<file path="src/rtl/counter_pkg.sv">
// Shared types and default constants for the push-button counters.
// Reused by both the up counter and the down counter.
package counter_pkg;

    typedef enum logic [1:0] {
        IDLE,
        PRESS_WAIT,
        PRESSED,
        REL_WAIT
    } deb_state_t;

    localparam int CNT_WIDTH = 4;
    localparam int CLK_DIV   = 100000;
    localparam int DEB_TICKS = 20;

endpackage

</file>
<file path="src/rtl/btn_debounce.sv">
// Button synchroniser, debounce prescaler and press/release qualification FSM.
// Emits a single registered Step pulse per qualified press.
module btn_debounce
    import counter_pkg::*;
#(
    parameter int DIV       = CLK_DIV,
    parameter int DEB_TICKS = counter_pkg::DEB_TICKS
) (
    input  logic Clk,
    input  logic Reset,
    input  logic Btn,
    output logic Step
);

    localparam int PW = (DIV > 1) ? $clog2(DIV) : 1;
    localparam int SW = $clog2(DEB_TICKS + 1);
    localparam logic [PW-1:0] PRESC_LAST = PW'(DIV - 1);
    localparam logic [SW-1:0] STAB_LAST  = SW'(DEB_TICKS - 1);

    logic          sync_a;
    logic          btn_s;
    logic [PW-1:0] presc;
    logic          tick;
    deb_state_t    state;
    deb_state_t    state_n;
    logic [SW-1:0] stab;
    logic [SW-1:0] stab_n;
    logic          step_n;

    always_ff @(posedge Clk) begin
        if (Reset) begin
            sync_a <= 1'b0;
            btn_s  <= 1'b0;
        end else begin
            sync_a <= Btn;
            btn_s  <= sync_a;
        end
    end

    assign tick = (presc == PRESC_LAST);

    always_ff @(posedge Clk) begin
        if (Reset) begin
            presc <= '0;
        end else if (tick) begin
            presc <= '0;
        end else begin
            presc <= presc + 1'b1;
        end
    end

    always_ff @(posedge Clk) begin
        if (Reset) begin
            state <= IDLE;
            stab  <= '0;
            Step  <= 1'b0;
        end else begin
            state <= state_n;
            stab  <= stab_n;
            Step  <= step_n;
        end
    end

    // A qualifying tick that completes the stable run moves on immediately,
    // so stab never has to hold DEB_TICKS itself.
    always_comb begin
        state_n = state;
        stab_n  = stab;
        step_n  = 1'b0;
        unique case (state)
            IDLE: begin
                if (btn_s) begin
                    state_n = PRESS_WAIT;
                    stab_n  = '0;
                end
            end
            PRESS_WAIT: begin
                if (!btn_s) begin
                    state_n = IDLE;
                    stab_n  = '0;
                end else if (tick) begin
                    if (stab == STAB_LAST) begin
                        state_n = PRESSED;
                        stab_n  = '0;
                        step_n  = 1'b1;
                    end else begin
                        stab_n = stab + 1'b1;
                    end
                end
            end
            PRESSED: begin
                if (!btn_s) begin
                    state_n = REL_WAIT;
                    stab_n  = '0;
                end
            end
            REL_WAIT: begin
                if (btn_s) begin
                    state_n = PRESSED;
                    stab_n  = '0;
                end else if (tick) begin
                    if (stab == STAB_LAST) begin
                        state_n = IDLE;
                        stab_n  = '0;
                    end else begin
                        stab_n = stab + 1'b1;
                    end
                end
            end
            default: begin
                state_n = IDLE;
                stab_n  = '0;
            end
        endcase
    end

endmodule

</file>
<file path="src/rtl/btn_down_counter.sv">
// Push-button down counter with parallel load, wrap/saturate at zero and zero flag.
// Button qualification lives in btn_debounce; this level only owns the count.
module btn_down_counter
    import counter_pkg::*;
#(
    parameter int WIDTH     = CNT_WIDTH,
    parameter int DIV       = CLK_DIV,
    parameter int DEB_TICKS = counter_pkg::DEB_TICKS,
    parameter int WRAP      = 1
) (
    input  logic             Clk,
    input  logic             Reset,
    input  logic             Btn,
    input  logic             Load,
    input  logic [WIDTH-1:0] LoadVal,
    output logic [WIDTH-1:0] Count,
    output logic             Zero,
    output logic             Step
);

    logic [WIDTH-1:0] count_n;

    btn_debounce #(
        .DIV       (DIV),
        .DEB_TICKS (DEB_TICKS)
    ) u_debounce (
        .Clk   (Clk),
        .Reset (Reset),
        .Btn   (Btn),
        .Step  (Step)
    );

    // Load beats a coincident Step; that Step is simply dropped.
    always_comb begin
        count_n = Count;
        if (Load) begin
            count_n = LoadVal;
        end else if (Step) begin
            if ((WRAP != 0) || (Count != '0)) begin
                count_n = Count - 1'b1;
            end
        end
    end

    always_ff @(posedge Clk) begin
        if (Reset) begin
            Count <= '1;
            Zero  <= 1'b0;
        end else begin
            Count <= count_n;
            Zero  <= (count_n == '0);
        end
    end

endmodule

</file>
<file path="config.mk">
export PLATFORM = sky130hd
export DESIGN_NAME = btn_down_counter
export DESIGN_NICKNAME = d
export VERILOG_FILES = /design/src/rtl/counter_pkg.sv /design/src/rtl/btn_debounce.sv /design/src/rtl/btn_down_counter.sv
export SDC_FILE = /design/constraint.sdc
export NUM_CORES = 1
export LEC_CHECK = 0
export CORE_ASPECT_RATIO = 0.8
export CORE_MARGIN = 3
export CORE_UTILIZATION = 45
export CTS_CLUSTER_SIZE = 40
export DETAILED_ROUTE_END_ITERATION = 10
export PLACE_DENSITY = 0.71
export SLEW_MARGIN = 40
export SYNTH_ARGS = -nofsm -noshare
export SYNTH_HDL_FRONTEND = slang
export SYNTH_SLANG_ARGS = --single-unit
</file>
<file path="constraint.sdc">
create_clock -name Clk -period 2.25 [get_ports Clk]
set_input_delay 0.45 -clock Clk [delete_from_list [all_inputs] [get_ports Clk]]
set_output_delay 0.45 -clock Clk [all_outputs]
set_load 0.05 [all_outputs]
</file>
# Word-level counts from Yosys, hierarchy flattened
# Cells that the tools add are included.
# word_totals
ff_bits	32
output_inout_bits	6
word_cells	50
# classes
add_sub_neg	3
eq_ne	11
muxes	19
n_bitwise	3
reduce_logical	6
# ops
operator	count
5-bit two-way mux	6
5-bit one-hot mux with 4 select lines	1
17-bit by 1-bit adder with 17-bit output, second input constant	1
17-bit equality test, second input constant	1
2-bit two-way mux	8
4-bit two-way mux	2
2-bit one-hot mux with 4 select lines	1
3-bit by 1-bit != test with 1-bit output, second input constant	2
3-bit != test, second input constant	2
6-bit AND reduction	1
5-bit by 1-bit adder with 5-bit output, second input constant	1
5-bit equality test, second input constant	1
2-bit equality test, second input constant	2
4-bit zero test	1
4-bit OR reduction	1
4-bit by 1-bit subtractor with 4-bit output, second input constant	1
1-bit inverter	3
2-bit by 1-bit equality test with 1-bit output, second input constant	1
2-bit zero test	1
2-bit by 1-bit != test with 1-bit output, second input constant	1
2-bit != test, second input constant	1
2-bit AND reduction	1
2-bit OR reduction	1
1-bit two-way mux	1

# Depth between registers and ports, before layout
# Gate-level depths: netlist of the first run.
# depth
word_depth	5
mapped_depth	6
mapped_depth_nobuf	6

# Modules after synthesis
# From an unflattened synthesis of the first run, not the netlist that was laid out.
# hier_totals
cells_unflattened	178
area_unflattened_um2	1589.0
# modules_own_cells
mod	instances	cells_per_inst	area_each_um2
btn_debounce	1	146	1286.2
btn_down_counter	1	32	302.8

# Least setup slack after synthesis of the first run
# OpenSTA, ideal clock, no wires.
# synth_path
path_kind	register -> register
startpoint	register Count[0]
endpoint	register Zero
setup_time_ns	0.116
arrival_ns	1.620
path_slack_ns	0.514
path_stages_with_launch	7
path_buffers	0
period_less_slack_ns	1.736
cell_sequence	dfxtp_1 > inv_1 > ha_1 > and3_1 > a21oi_1 > o22ai_1 > and3b_1
# synth_via
elab_chain_len	4
# synth_rtl
item	line_no	rtl
start: declaration	btn_down_counter.sv:16	output logic [WIDTH-1:0] Count,
start signal: assignment	btn_down_counter.sv:50	Count <= count_n;
4-bit by 1-bit subtractor with 4-bit output	btn_down_counter.sv:40	count_n = Count - 1'b1;
4-bit two-way mux *	btn_down_counter.sv:38	end else if (Step) begin
4-bit two-way mux *	btn_down_counter.sv:36	if (Load) begin
4-bit zero test *	btn_down_counter.sv:51	Zero <= (count_n == '0);
end signal: assignment	btn_down_counter.sv:51	
end: declaration	btn_down_counter.sv:17	output logic Zero,
# Mark *: on every way between the ends. The rest lies on a longest branch, timed or not.
# A chain may end at the register's enable or synchronous reset.

# Worst setup path in the final report of the first run
# layout_path
startpoint	register u_debounce.Step
endpoint	output Step
# layout_lines
item	line_no	rtl
start: declaration	btn_debounce.sv:12	output logic Step
start signal: assignment	btn_debounce.sv:60	Step <= step_n;
end: declaration	btn_down_counter.sv:18	output logic Step
# No word-level cell between the ends.

==> metrics.md, run 1 <==
| Metric | Value |
|---|---|
| Status | `finished clean` |
| Startpoint Class | `flop` |
| Final wirelength | `3.085 mm` |
| CTS Buf Count | `5` |
| Routed WL per cell | `13.35 um` |
| Final Setup Violations | `0` |
| Cts repair resizes | `0` |
| Worst hold slack | `0.4528 ns` |
| DRT Pass-1 Iters | `4` |
| Root buffer cell | `clkbuf_8` |
| Setup Crit Path Kind | `reg -> out` |
| Initial antenna violation count | `0` |
| Post-Place Cells | `224` |
| Vias per inst | `5.576` |
| GRT Util Overall | `0.1659` |
| Leakage dissipation | `0.0006210 uW` |
| Vias in the first global route | `1,233` |
| Starting Density | `0.4866` |
| Final Cycle Share | `0.9088` |
| Gr ovfl total | `0` |
| Final ANT Viol Nets | `0` |
| I/O Buffers | `13` |
| Mapped Area | `1545 um2` |
| Synth Area per Inst | `8.830 um2` |
| Die X | `71.52 um` |
| Clk sinks | `32` |
| Final Hold Viols | `0` |
| Share of post-route cells with drive strength above 1 | `0.06806` |
| Critical Path RT | `1.80 ns` |
| Max Cap Viol | `0` |
| Design area | `1789 um2` |
| Arr. time, crit path | `1.59 ns` |
| Unique masters post-synth | `41` |
| Core area | `3176 um2` |
| # DRC | `0` |
| Clock Path Buffers | `2` |
| H-tree levels | `2` |
| CTS tree | `built` |
| Mapped Cells | `175` |
| # Post-CTS Setup Buffers | `0` |
| Final core occ | `0.5634` |
| Instance area at placement | `1712 um2` |
| Fin. max-slew vios | `0` |
| Worst-path clk slew | `0.06 ns` |
| Final nets | `202` |
| Slew Limit Headroom | `0.6203` |
| Largest net degree at the start of global routing | `17` |
| Hold WC Path Type | `reg -> reg` |
| Clock Latency Late Sink | `0.28 ns` |
| Global placement routability congestion | `0.8579` |
| Vias | `1,288` |
| Delay-heaviest family, CP | `buffers and inverters` |
| Register area share after synthesis | `0.4146` |
| Setup TNS | `0 ns` |
| Area grow syn2layout | `15.79%` |
| Max FO, Critical Path | `8` |
| Synthesized flop and latch total | `32` |
| Pwr per Cell Area | `598.5 nW/um2` |
| CP max-delay cell | `clkdlybuf4s50_1` |
| HPWL after DPL | `2.284 mm` |
| Die ar. | `4177 um2` |
| IO Count | `14` |
| ANT cells | `0` |
| Synthesized Nets | `186` |
| Crit. End Element | `primary output` |
| Critical path buffer and inverter count | `1` |
| Fmax achieved | `0.4890 GHz` |
| Critical path cell sequence | `clkdlybuf4s50_1` |
| CP max stage delay | `0.86 ns` |
| Clock Skews | `0.003784 ns` |
| Die H | `58.41 um` |
| YS warnings | `0` |
| Fin cells | `231` |
| RSZ-0062 raised after global routing | `false` |
| Commonest non-fill, non-tap cells in the layout | `32 x dfxtp_1, 21 x nor2_1, 13 x nand2_1, 13 x clkdlybuf4s50_1, 12 x xnor2_1` |
| Hold buffers post-CTS | `0` |
| Max VDD drop | `0.5144 mV` |
| Fin crit period | `2.045 ns` |
| First-pass GRT wire length | `5.416 mm` |
| Rows | `18` |
| Worst Max-Slew Pin Slew | `0.5620 ns` |
| 1st-iter DRT viols | `115` |
| Most common cell after layout, fill and taps aside | `dfxtp_1` |
-- Yosys cell counts (all sizes together) --
| library cell | instances | area, um2 |
|---|---|---|
| dfxtp | 32 | 640.6 |
| nor2 | 21 | 78.83 |
| nand2 | 13 | 48.80 |
| xnor2 | 12 | 105.1 |
| nand3 | 10 | 50.05 |
| nand4 | 9 | 62.56 |
| nor4 | 7 | 50.05 |
| xor2 | 7 | 61.31 |
| inv | 6 | 22.52 |
| nor3 | 6 | 30.03 |
| a21oi | 4 | 20.02 |
| clkbuf | 4 | 16.26 |
| mux2i | 4 | 40.04 |
| nor2b | 4 | 25.02 |
| and3 | 3 | 20.02 |
| ha | 3 | 37.54 |
| nor4b | 3 | 26.28 |
| a21o | 2 | 15.01 |
| and4bb | 2 | 25.02 |
| nand2b | 2 | 12.51 |
| nor4bb | 2 | 20.02 |
| o21a | 2 | 15.01 |
| o21ai | 2 | 10.01 |
| or3 | 2 | 12.51 |
| a31oi | 1 | 6.260 |
| a32o | 1 | 10.01 |
| and3b | 1 | 8.760 |
| and4 | 1 | 11.26 |
| and4b | 1 | 10.01 |
| buf | 1 | 5.000 |
| clkinv | 1 | 3.750 |
| o211ai | 1 | 7.510 |
| o21bai | 1 | 7.510 |
| o221ai | 1 | 8.760 |
| o22ai | 1 | 6.260 |
| o31ai | 1 | 7.510 |
| or4 | 1 | 7.510 |
-- layer usage --
metal	vias up	track usage	share of wire
li1	663	-	-
met1	603	0.2076	0.47
met2	15	0.2696	0.48
met3	7	0.04608	0.035
met4	0	0.07239	0.017
met5	-	0	0
-- report_power, final --
group	switching, uW	internal (uW)	leakage, uW	total [uW]
sequential	11.0	578	0.000260	589
clock	195	210	0.0000410	404
combinational	43.5	34.4	0.000320	77.9
-- final timing paths --
path              depth (start not counted)  slack, ns           startpoint             endpoint
setup / recovery                          1       0.21      u_debounce.Step                 Step
hold / removal                            1       0.45    u_debounce.sync_a     u_debounce.btn_s
setup reg to reg                          5       0.36  u_debounce.presc[0]  u_debounce.presc[9]
hold reg to reg                           1       0.45    u_debounce.sync_a     u_debounce.btn_s
-- logic make-up (layout without fill, tap and decap cells) --
group                    count (synthesis)  after routing  synth area share
flip-flops                              32             32            0.4146
AND/OR/NAND/NOR                         88             88            0.3231
buffers and inverters                   12             28           0.03076
adder cells (fa/ha/maj)                  3              3           0.02429
multiplexers                             4              4           0.02591
AO/OA/AOI/OAI                           17             17           0.07369
XOR/XNOR                                19             19            0.1077
-- layout make-up --
class	instances	area [um2]
fillers	272	1386
multi-input cells	131	857.1
flip-flops and latches	32	640.6
well taps	40	50.05
inverters	7	26.28
clock buffers	6	72.57
clock inverters	1	5.005
repair buffers	14	137.6
-- sequential cells by signal (all words and copies together) (netlist names), named ones only --
register,flops
Count,4
Zero,1
u_debounce.Step,1
u_debounce.btn_s,1
u_debounce.presc,17
u_debounce.stab,5
u_debounce.state,1
u_debounce.sync_a,1
-- stage by stage --
stage / setup WS, ns / power [uW]
5_1_grt: 0.1400 / 1114
6_report: 0.2052 / 1071
4_1_cts: 0.1936 / 1080
3_3_place_gp: 0.4070 / 676.7
3_5_place_dp: 0.3512 / 679.2
2_1_floorplan: 0.5139 / 649.1
Note: power is estimated with default switching activity, not from simulation.
==> run 2: changes to the inputs <==
clock period = 2 ns   (was 2.25 ns; I/O delays follow)
==> run 2 against run 1 <==
Compared with the run above:
- global-route usage increased by 0.28 points
- hold slack improved by 0.0038 ns
- die area unchanged
- power increased by 17%
- non-clock buffer count increased by 4
- largest power group unchanged
- clock-buffer cell count increased by 2
- clock skew increased by 0.00071 ns
- critical endpoint is now Count[0]
==> metrics.md, run 2 (synthesis gave the netlist of run 1 again) <==
| Metric | Value |
|---|---|
| Status | `finished clean` |
| Clk sinks | `32` |
| Final ANT Viol Nets | `0` |
| DP Worst Slack | `0.2094 ns` |
| Initial antenna violation count | `0` |
| Hold WC Path Type | `reg -> reg` |
| Slew Limit Headroom | `0.6500` |
| GRT Util Overall | `0.1687` |
| Largest reg by FF count | `u_debounce.presc` |
| RSZ-0062 raised after global routing | `false` |
| Root buffer cell | `clkbuf_8` |
| HPWL after DPL | `2.371 mm` |
| Instance area at placement | `1739 um2` |
| Vias in the first global route | `1,233` |
| Critical Path RT | `1.60 ns` |
| Largest register FFs | `17` |
| Critical path buffer and inverter count | `1` |
| Fin. max-slew vios | `0` |
| Final wirelength | `3.198 mm` |
| Critical path cell sequence | `clkdlybuf4s50_1` |
| Starting Density | `0.4866` |
| Final nets | `206` |
| First-pass GRT wire length | `5.492 mm` |
| M1 WL | `1.531 mm` |
| 1st-iter DRT viols | `94` |
| H-tree levels | `2` |
| Final Setup Violations | `0` |
| CP max-delay cell | `clkdlybuf4s50_1` |
| Share of post-route cells with drive strength above 1 | `0.09184` |
| # Post-CTS Setup Buffers | `0` |
| Global placement routability congestion | `0.8850` |
| Fin crit period | `1.929 ns` |
| Vias | `1,293` |
| Clock Path Buffers | `2` |
| Final Hold Viols | `0` |
| Final core occ | `0.5760` |
| Clock Latency Late Sink | `0.28 ns` |
| Max FO, Critical Path | `5` |
| CP max stage delay | `0.84 ns` |
| Met2 WL | `1.440 mm` |
| Die X | `71.52 um` |
| DRT Pass-1 Iters | `4` |
| Leakage dissipation | `0.0006479 uW` |
| Max Cap Viol | `0` |
| Final setup margin | `0.07111 ns` |
| Fmax achieved | `0.5184 GHz` |
| Setup TNS | `0 ns` |
| Gr ovfl total | `0` |
| Routed WL per cell | `13.55 um` |
| Final Power | `1256 uW` |
| Reg2reg setup slack | `0.20 ns` |
| Top Metal Used | `met4` |
| Top Registers | `u_debounce.presc (17), u_debounce.stab (5), Count (4)` |
| IO Count | `14` |
| ANT cells | `0` |
| Met3 wire len | `157 um` |
| CTS Buf Count | `5` |
| Setup Crit Path Kind | `reg -> out` |
| Core area | `3176 um2` |
| Pwr per Cell Area | `686.6 nW/um2` |
| Rows | `18` |
| Max VDD drop | `0.4144 mV` |
| Cts repair resizes | `0` |
| Die H | `58.41 um` |
| Largest net degree at the start of global routing | `17` |
| CTS tree | `built` |
| Design area | `1829 um2` |
| Worst-path clk slew | `0.06 ns` |
| # DRC | `0` |
| Clock Skews | `0.004491 ns` |
| Worst Max-Slew Pin Slew | `0.5180 ns` |
| Die ar. | `4177 um2` |
| Delay-heaviest family, CP | `buffers and inverters` |
| Final Cycle Share | `0.9644` |
| Commonest non-fill, non-tap cells in the layout | `32 x dfxtp_1, 21 x nor2_1, 13 x nand2_1` |
| I/O Buffers | `13` |
| Vias per inst | `5.479` |
| Startpoint Class | `flop` |
| Hold buffers post-CTS | `0` |
| Crit. End Element | `primary output` |
| Area grow syn2layout | `18.38%` |
| Arr. time, crit path | `1.53 ns` |
| Most common cell after layout, fill and taps aside | `dfxtp_1` |
-- run 2: final timing paths --
path	start	to	depth (start not counted)
worst max-delay path	Count[0]	Count[0]	1
worst min-delay path	u_debounce.sync_a	u_debounce.btn_s	1
worst max register to register	u_debounce.presc[0]	u_debounce.stab[3]	5
worst min register to register	u_debounce.sync_a	u_debounce.btn_s	1
-- run 2: layout make-up --
| cell class | instances | area, um2 |
|---|---|---|
| Sequential cell | 32 | 640.6 |
| Fill cell | 263 | 1346 |
| Multi-Input combinational cell | 131 | 857.1 |
| Timing Repair Buffer | 18 | 165.2 |
| Tap cell | 40 | 50.05 |
| Inverter | 7 | 26.28 |
| Clock buffer | 8 | 90.09 |
-- run 2: stage by stage --
step / hold slack (ns) / instances
after detailed placement: 0.4512 / 228
after floorplan: 0.4138 / 175
after CTS: 0.4635 / 236
final: 0.4566 / 236
after global routing: 0.4734 / 236
after global placement: 0.4317 / 228
-- run 2: layer usage --
layer | vias to the layer above | GRT usage
met2 | 34 | 0.2592
li1 | 663 | -
met1 | 587 | 0.2156
met5 | - | 0
met3 | 9 | 0.04778
met4 | 0 | 0.09115
-- run 2: power breakdown --
group / switching, uW / total (uW) / leakage, uW / internal [uW]
Combinational: 51.3 / 93.9 / 0.000343 / 42.7
Sequential: 11.1 / 661 / 0.000260 / 650
Clock: 221 / 501 / 0.0000455 / 280
